[src/rtl/hazard_ctrl_pkg.sv]
// Shared types for the ID/EX hazard controller: destination descriptors and FSM states.
package hazard_ctrl_pkg;

  localparam logic [4:0] HZ_X0 = 5'd0;

  typedef struct packed {
    logic       valid;
    logic       reg_write;
    logic [4:0] rd;
  } hz_dst_t;

  typedef enum logic {
    IDLE,
    HOLD
  } hz_state_e;

endpackage

[src/rtl/hazard_ctrl_match.sv]
// One source-vs-destination RAW comparator; x0 and unused sources never hit.
module hz_match
  import hazard_ctrl_pkg::*;
(
  input  logic [4:0] rs,
  input  logic       used,
  input  hz_dst_t    dst,
  output logic       hit
);

  assign hit = used && (rs != HZ_X0) && dst.valid && dst.reg_write && (rs == dst.rd);

endmodule

[src/rtl/hazard_ctrl.sv]
// ID/EX hazard control: load-use / RAW stall with counted bubbles, branch flush, memory-wait freeze.
// All outputs are combinational from inputs and state; state advances on posedge clk.
module hazard_ctrl
  import hazard_ctrl_pkg::*;
#(
  parameter int LOAD_USE_CYCLES = 1,
  parameter bit FWD             = 1'b1
) (
  input  logic       clk,
  input  logic       rst,
  input  logic [4:0] id_rs1_addr,
  input  logic [4:0] id_rs2_addr,
  input  logic       id_rs1_used,
  input  logic       id_rs2_used,
  input  logic       ex_valid,
  input  logic       ex_load,
  input  logic       ex_reg_write,
  input  logic [4:0] ex_rd_addr,
  input  logic       ex_branch_taken,
  input  logic       mem_wait,
  output logic       stall,
  output logic       bubble_ex,
  output logic       flush_id,
  output logic       freeze
);

  // First cycle is spent in IDLE, so HOLD covers the remaining LOAD_USE_CYCLES-1.
  localparam logic [2:0] CNT_INIT = (LOAD_USE_CYCLES > 1) ? 3'(LOAD_USE_CYCLES - 2) : 3'd0;

  hz_state_e state_q;
  logic [2:0] cnt_q;
  hz_dst_t    mem_q;
  hz_dst_t    wb_q;
  hz_dst_t    ex_dst;
  logic       ex_hit1;
  logic       ex_hit2;
  logic       lu_hit;
  logic       raw_hit;

  assign ex_dst = '{valid: ex_valid, reg_write: ex_reg_write, rd: ex_rd_addr};

  hz_match u_ex_rs1 (.rs(id_rs1_addr), .used(id_rs1_used), .dst(ex_dst), .hit(ex_hit1));
  hz_match u_ex_rs2 (.rs(id_rs2_addr), .used(id_rs2_used), .dst(ex_dst), .hit(ex_hit2));

  assign lu_hit = ex_load && (ex_hit1 || ex_hit2);

  generate
    if (FWD == 1'b0) begin : g_raw
      logic mem_hit1, mem_hit2, wb_hit1, wb_hit2;
      hz_match u_mem_rs1 (.rs(id_rs1_addr), .used(id_rs1_used), .dst(mem_q), .hit(mem_hit1));
      hz_match u_mem_rs2 (.rs(id_rs2_addr), .used(id_rs2_used), .dst(mem_q), .hit(mem_hit2));
      hz_match u_wb_rs1  (.rs(id_rs1_addr), .used(id_rs1_used), .dst(wb_q),  .hit(wb_hit1));
      hz_match u_wb_rs2  (.rs(id_rs2_addr), .used(id_rs2_used), .dst(wb_q),  .hit(wb_hit2));
      assign raw_hit = ex_hit1 || ex_hit2 || mem_hit1 || mem_hit2 || wb_hit1 || wb_hit2;
    end else begin : g_fwd
      // Forwarding covers everything but load-use; the shadows go unobserved here.
      logic unused_shadow;
      assign unused_shadow = ^{mem_q, wb_q};
      assign raw_hit       = 1'b0;
    end
  endgenerate

  always_ff @(posedge clk or posedge rst) begin
    if (rst) begin
      state_q <= IDLE;
      cnt_q   <= 3'd0;
      mem_q   <= '0;
      wb_q    <= '0;
    end else if (!mem_wait) begin
      mem_q <= ex_dst;
      wb_q  <= mem_q;
      if (ex_branch_taken) begin
        state_q <= IDLE;
        cnt_q   <= 3'd0;
      end else begin
        case (state_q)
          IDLE: begin
            if (lu_hit && (LOAD_USE_CYCLES > 1)) begin
              state_q <= HOLD;
              cnt_q   <= CNT_INIT;
            end
          end
          HOLD: begin
            if (cnt_q == 3'd0) state_q <= IDLE;
            else               cnt_q   <= cnt_q - 3'd1;
          end
          default: state_q <= IDLE;
        endcase
      end
    end
  end

  always_comb begin
    stall     = 1'b0;
    bubble_ex = 1'b0;
    flush_id  = 1'b0;
    freeze    = 1'b0;
    if (rst) begin
      stall = 1'b0;
    end else if (mem_wait) begin
      freeze = 1'b1;
      stall  = 1'b1;
    end else if (ex_branch_taken) begin
      flush_id  = 1'b1;
      bubble_ex = 1'b1;
    end else if ((state_q == HOLD) || lu_hit || raw_hit) begin
      stall     = 1'b1;
      bubble_ex = 1'b1;
    end
  end

endmodule

[config.mk]
export PLATFORM = sky130hd
export DESIGN_NAME = hazard_ctrl
export DESIGN_NICKNAME = d
export VERILOG_FILES = /design/src/rtl/hazard_ctrl_pkg.sv /design/src/rtl/hazard_ctrl_match.sv /design/src/rtl/hazard_ctrl.sv
export SDC_FILE = /design/constraint.sdc
export NUM_CORES = 1
export LEC_CHECK = 0
export BUFFER_PORTS_ARGS = -buffer_cell sky130_fd_sc_hd__buf_2
export CAP_MARGIN = 20
export CELL_PAD_IN_SITES_DETAIL_PLACEMENT = 0
export CELL_PAD_IN_SITES_GLOBAL_PLACEMENT = 2
export CORE_MARGIN = 2
export CORE_UTILIZATION = 22
export CTS_CLUSTER_SIZE = 12
export DETAILED_ROUTE_END_ITERATION = 12
export GPL_TIMING_DRIVEN = 0
export PLACE_DENSITY_LB_ADDON = 0.2
export SYNTH_ARGS = -nofsm -noshare
export SYNTH_HDL_FRONTEND = slang
export SYNTH_HIERARCHICAL = 1
export SYNTH_SLANG_ARGS = --single-unit
export TNS_END_PERCENT = 20
[constraint.sdc]
create_clock -name clk -period 2.65 [get_ports clk]
set_input_delay 0.265 -clock clk [delete_from_list [all_inputs] [get_ports clk]]
set_output_delay 0.265 -clock clk [all_outputs]
set_load 0.005 [all_outputs]
### After elaboration in Yosys (flattened, before gate mapping)

Index checks and enable logic that the tools add are counted.

* $add $sub $neg: 1
* equal/unequal tests: 3
* muxes and demuxes: 18
* bitwise gates (word level): 1
* reductions and logical operators: 16

Operator list (number)
* $mux 1: 15
* $eq 5x5->1: 2
* $reduce_bool 5->1: 2
* $logic_and 1x1->1: 9
* $mux 3: 3
* $logic_not 3->1: 1
* $reduce_and 3->1: 1
* $sub 3x1->3 const B: 1
* $logic_or 1x1->1: 2
* $ne 2x2->1 const B: 1
* $reduce_bool 2->1: 1
* $not 1->1: 1

* register bits after elaboration: 4
* input port bits: 24
* output and inout port bits: 4
* logic and storage cells: 41

### Logic depth before layout (Yosys ltp)

* word-level depth: 12
* mapped depth: 6
* gate-level depth less buffers: 6

### By module

Netlist, hierarchy kept.

By module, submodules not included
* hazard_ctrl: instances 1, cells an instance 37, area an instance 321.6 µm², seq. area each 100.1 µm²
* hz_match: instances 2, cells an instance 10, area an instance 70.1 µm², seq. area each 0.0 µm²

### Worst setup path after synthesis

No wires, ideal clock.

* path type: input port to output port
* from: in id_rs2_addr[0]
* to: out stall
* arrival time: 1110 ps
* required time: 2385 ps
* path slack: 1275 ps
* cell stages on the path: 5
* path buffers: 0
* path through: o41ai_1 a211oi_1 o21a_1 o21ai_0 a21oi_1

* word-level cells in the longest chain between the ends: 12
* elaborated cells between the ends (all ways): 13
* classes of those cells: 1 x eq/ne; 4 x mux; 8 x reduce/logical

Ends and longest elaborated chain
* from (decl): line hazard_ctrl.sv:12 `input logic [4:0] id_rs2_addr,`
* $reduce_bool 5->1: line hazard_ctrl_match.sv:11 `assign hit = used && (rs != HZ_X0) && dst.valid && dst.reg_write && (rs == dst.rd);`
* $logic_and 1x1->1 (3 in a row): line hazard_ctrl_match.sv:11
* $logic_and 1x1->1 *: line hazard_ctrl_match.sv:11
* named net ex_hit2: line hazard_ctrl.sv:36 `logic ex_hit2;`
* $logic_or 1x1->1 *: line hazard_ctrl.sv:45 `assign lu_hit = ex_load && (ex_hit1 || ex_hit2);`
* $logic_and 1x1->1 *: line hazard_ctrl.sv:45
* $logic_or 1x1->1 *: line hazard_ctrl.sv:106 `end else if ((state_q == HOLD) || lu_hit || raw_hit) begin`
* $mux 1 *: line hazard_ctrl.sv:106
* $mux 1 *: line hazard_ctrl.sv:103 `end else if (ex_branch_taken) begin`
* $mux 1 *: line hazard_ctrl.sv:100 `end else if (mem_wait) begin`
* $mux 1 *: line hazard_ctrl.sv:98 `if (rst) begin`
* to (decl): line hazard_ctrl.sv:21 `output logic stall,`

The timed path passes the listed nets; every way through them passes the cells marked *.

### Worst setup path in the final report

Same ends and word-level chain as after synthesis.

==> reports/qor.csv <==
metric;value;unit
status;finished clean;
hold_path_depth;3;
power_density;358;nW/um^2
finalSetupTns;0;ns
cts_root_buffer;clkbuf_4;
dieArea;2480;um^2
critPathKind;in -> out;
layout_setup_ws;0.975;ns
grt_remaining_overflow;0;
drive_above_1_share;40.7;%
final-hold-violation-count;0;
yosysTopAreaCellShare;21.7;%
hp-class;in -> reg;
syn_inst;57;
synth_edf_count;0;
grt_max_degree;11;
multi_input_area;327;um^2
drv_cap;0;
ys_ff_latch;4;
fin_crit_sh;63.2;%
yosysMostFrequentCell;xnor2_1;
cp_common_cell;buf_2;
design_power_total;234;uW
cts_tree;built;
required;2.38;ns
start_util;23.5;%
yosys.area_share.simple;29.0;%
endpoint_kind;primary output;
dpl_worst_slack;0.975;ns
drt_pass1_iterations;4;
crit_path_max_fanout;2;
clock_latency;0.23;ns
regArea;100;um^2
wl;1130;um
critical_path.cell_chain;buf_2 -> o41ai_1 -> a211oi_1 -> o21a_1 -> o21ai_0 -> a21oi_1 -> buf_2;
cp.arrival;1.41;ns
grt_pass1_vias;469;
synth_top_family_by_area;simple AND/OR/NAND/NOR gates;
syn_nets;83;
vias;491;
synth-adder-area-share;5.42;%
antenna_found_initial;0;
detail-route-antenna-nets;0;
synth_common_cells;xnor2_1, inv_1, nand2_1, nand3_1, nor3_1;
irDropWorstVdd;303;uV
synth_cell_types;21;
period_minus_slack;1.68;ns
muxShareOfSynthArea;0;%
cts_sinks;4;
ys_top_cells_by_area;dfrtp_1, xnor2_1, o311ai_2;
routed_via_density;4.35;
track_usage;10.5;%
path_clk_slew;0.04;ns
critPathLaunchType;input pin;
io_buffers;25;
synth_xor_area_share;15.2;%
die_width;49.8;um
max_stage_delay;0.36;ns
fmax;597;MHz
synth_compound_area_share;21.1;%
num_io_pins;28;
slew_violations;0;
rsz0062_at_grt;false;
drc;0;
grt_first_pass_wirelength;1980;um
cp_top_family;compound AO/OA/AOI/OAI gates;
dieHeight;49.8;um
wl_per_cell;9.99;um
power.leakage;0.000297;uW
core-area;1960;um^2
worst_slew_pin_slew;0.281;ns
drt_iter0_drc;12;
syn2layout_area_growth;41.5;%
slowest_stage;o41ai_1;
cts_buffers;3;
synth_warnings;6;
n_antenna_cell;0;
path_depth;7;
worst-path-buf-inv;2;
synth-main-ff-cell;dfrtp_1;
async_reset_ff_share;100;%
fillers;225;
num-nets-final;114;
dpl.hpwl;961;um
setup_viol_count_final;0;
slew_headroom;81.0;%
skew;0.00177;ns
syn_avg_cell_area;8.10;um^2
fp-row-count;16;
syn_area;462;um^2
synth.yosys.seq_area_share;21.7;%
yosysTopAreaCell;dfrtp_1;
ff2ff_path_depth;5;
cts_max_level;1;
clk_path_buf_depth;2;
gp_congestion;0.687;
registers in the layout (all words and copies together) (netlist names):
signal	cells
state_q	1
cnt_q	3
power breakdown:
| part | leakage [uW] | switching, uW | internal (uW) |
|---|---|---|---|
| clock network | 0.0000138 | 21.5 | 50.4 |
| logic | 0.000229 | 46.7 | 45.6 |
| registers | 0.0000544 | 3.34 | 66.5 |
cell usage in the layout (no fill, tap or decap), drive strengths merged:
| cell type | count |
|---|---|
| buf | 26 |
| xnor2 | 8 |
| nand3 | 5 |
| nand2 | 5 |
| inv | 5 |
| nor3 | 5 |
| dfrtp | 4 |
| clkbuf | 4 |
| a21oi | 3 |
| nor2 | 3 |
| o21ai | 2 |
| o311ai | 2 |
| ha | 2 |
| o41ai | 2 |
| nand4 | 2 |
| a211oi | 2 |
| nor4 | 1 |
| nand2b | 1 |
| nor2b | 1 |
| o21a | 1 |
| and2 | 1 |
| dlygate4sd3 | 1 |
logic make-up after synthesis:
| group | count (synthesis) |
|---|---|
| compound gates | 12 |
| xor+xnor | 8 |
| fa+ha+maj | 2 |
| buf+inv | 7 |
| flops | 4 |
| simple gates | 24 |
layout make-up:
type	instances	area share, %
inverters	5	2.87
clock buffers	3	3.45
flip-flops and latches	4	15.3
multi-input cells	46	50.0
well taps	27	5.17
plain buffers	2	2.49
repair buffers	26	20.7
per-layer routing:
metal  up-vias  routed length (um)  GRT usage [%]
li1        264                   -              -
met1       210                 537           13.9
met2        17                 518           15.6
met3         0                  73           5.45
met4         0                   0           1.39
met5         -                   0              0
worst paths after layout:
kind / startpoint / end / slack, ns
worst max-delay path: id_rs2_addr[0] / stall / 0.97
worst min-delay path: mem_wait / cnt_q[1]$_DFFE_PP0P_ / 0.31
worst max register to register: cnt_q[0]$_DFFE_PP0P_ / cnt_q[0]$_DFFE_PP0P_ / 1.36
worst min register to register: cnt_q[1]$_DFFE_PP0P_ / cnt_q[1]$_DFFE_PP0P_ / 0.49
max in group asynchronous: rst / state_q$_DFFE_PP0N_ / 1.98
min in group asynchronous: rst / cnt_q[0]$_DFFE_PP0P_ / 0.51
worst register-to-register path: stages (launching register included):
cell	delay (ns)
dfrtp_1	0.39
inv_1	0.12
ha_1	0.25
nand2b_4	0.08
and2_4	0.17
o311ai_2	0.19
per-stage QoR:
| stage | cell area [um^2] | utilization, % | cells | hold slack (ns) |
|---|---|---|---|---|
| 6_report | 653 | 33.3 | 113 | 0.311 |
| 5_1_grt | 653 | 33.3 | 113 | 0.330 |
| 4_1_cts | 653 | 33.3 | 113 | 0.306 |
| 3_5_place_dp | 621 | 31.6 | 109 | 0.199 |
| 3_3_place_gp | 621 | 31.6 | 109 | 0.202 |
| 2_1_floorplan | 462 | - | 57 | 0.0311 |
repair_timing:
| action | CTS | global route |
|---|---|---|
| resized for setup | 0 | 0 |
| endpoints found under the setup margin | 0 | 0 |
| buffers inserted | 0 | 0 |
| endpoints found under the hold margin | 4 | 0 |
| hold buffers | 1 | 0 |
Note: power is estimated with default switching activity, not from simulation.
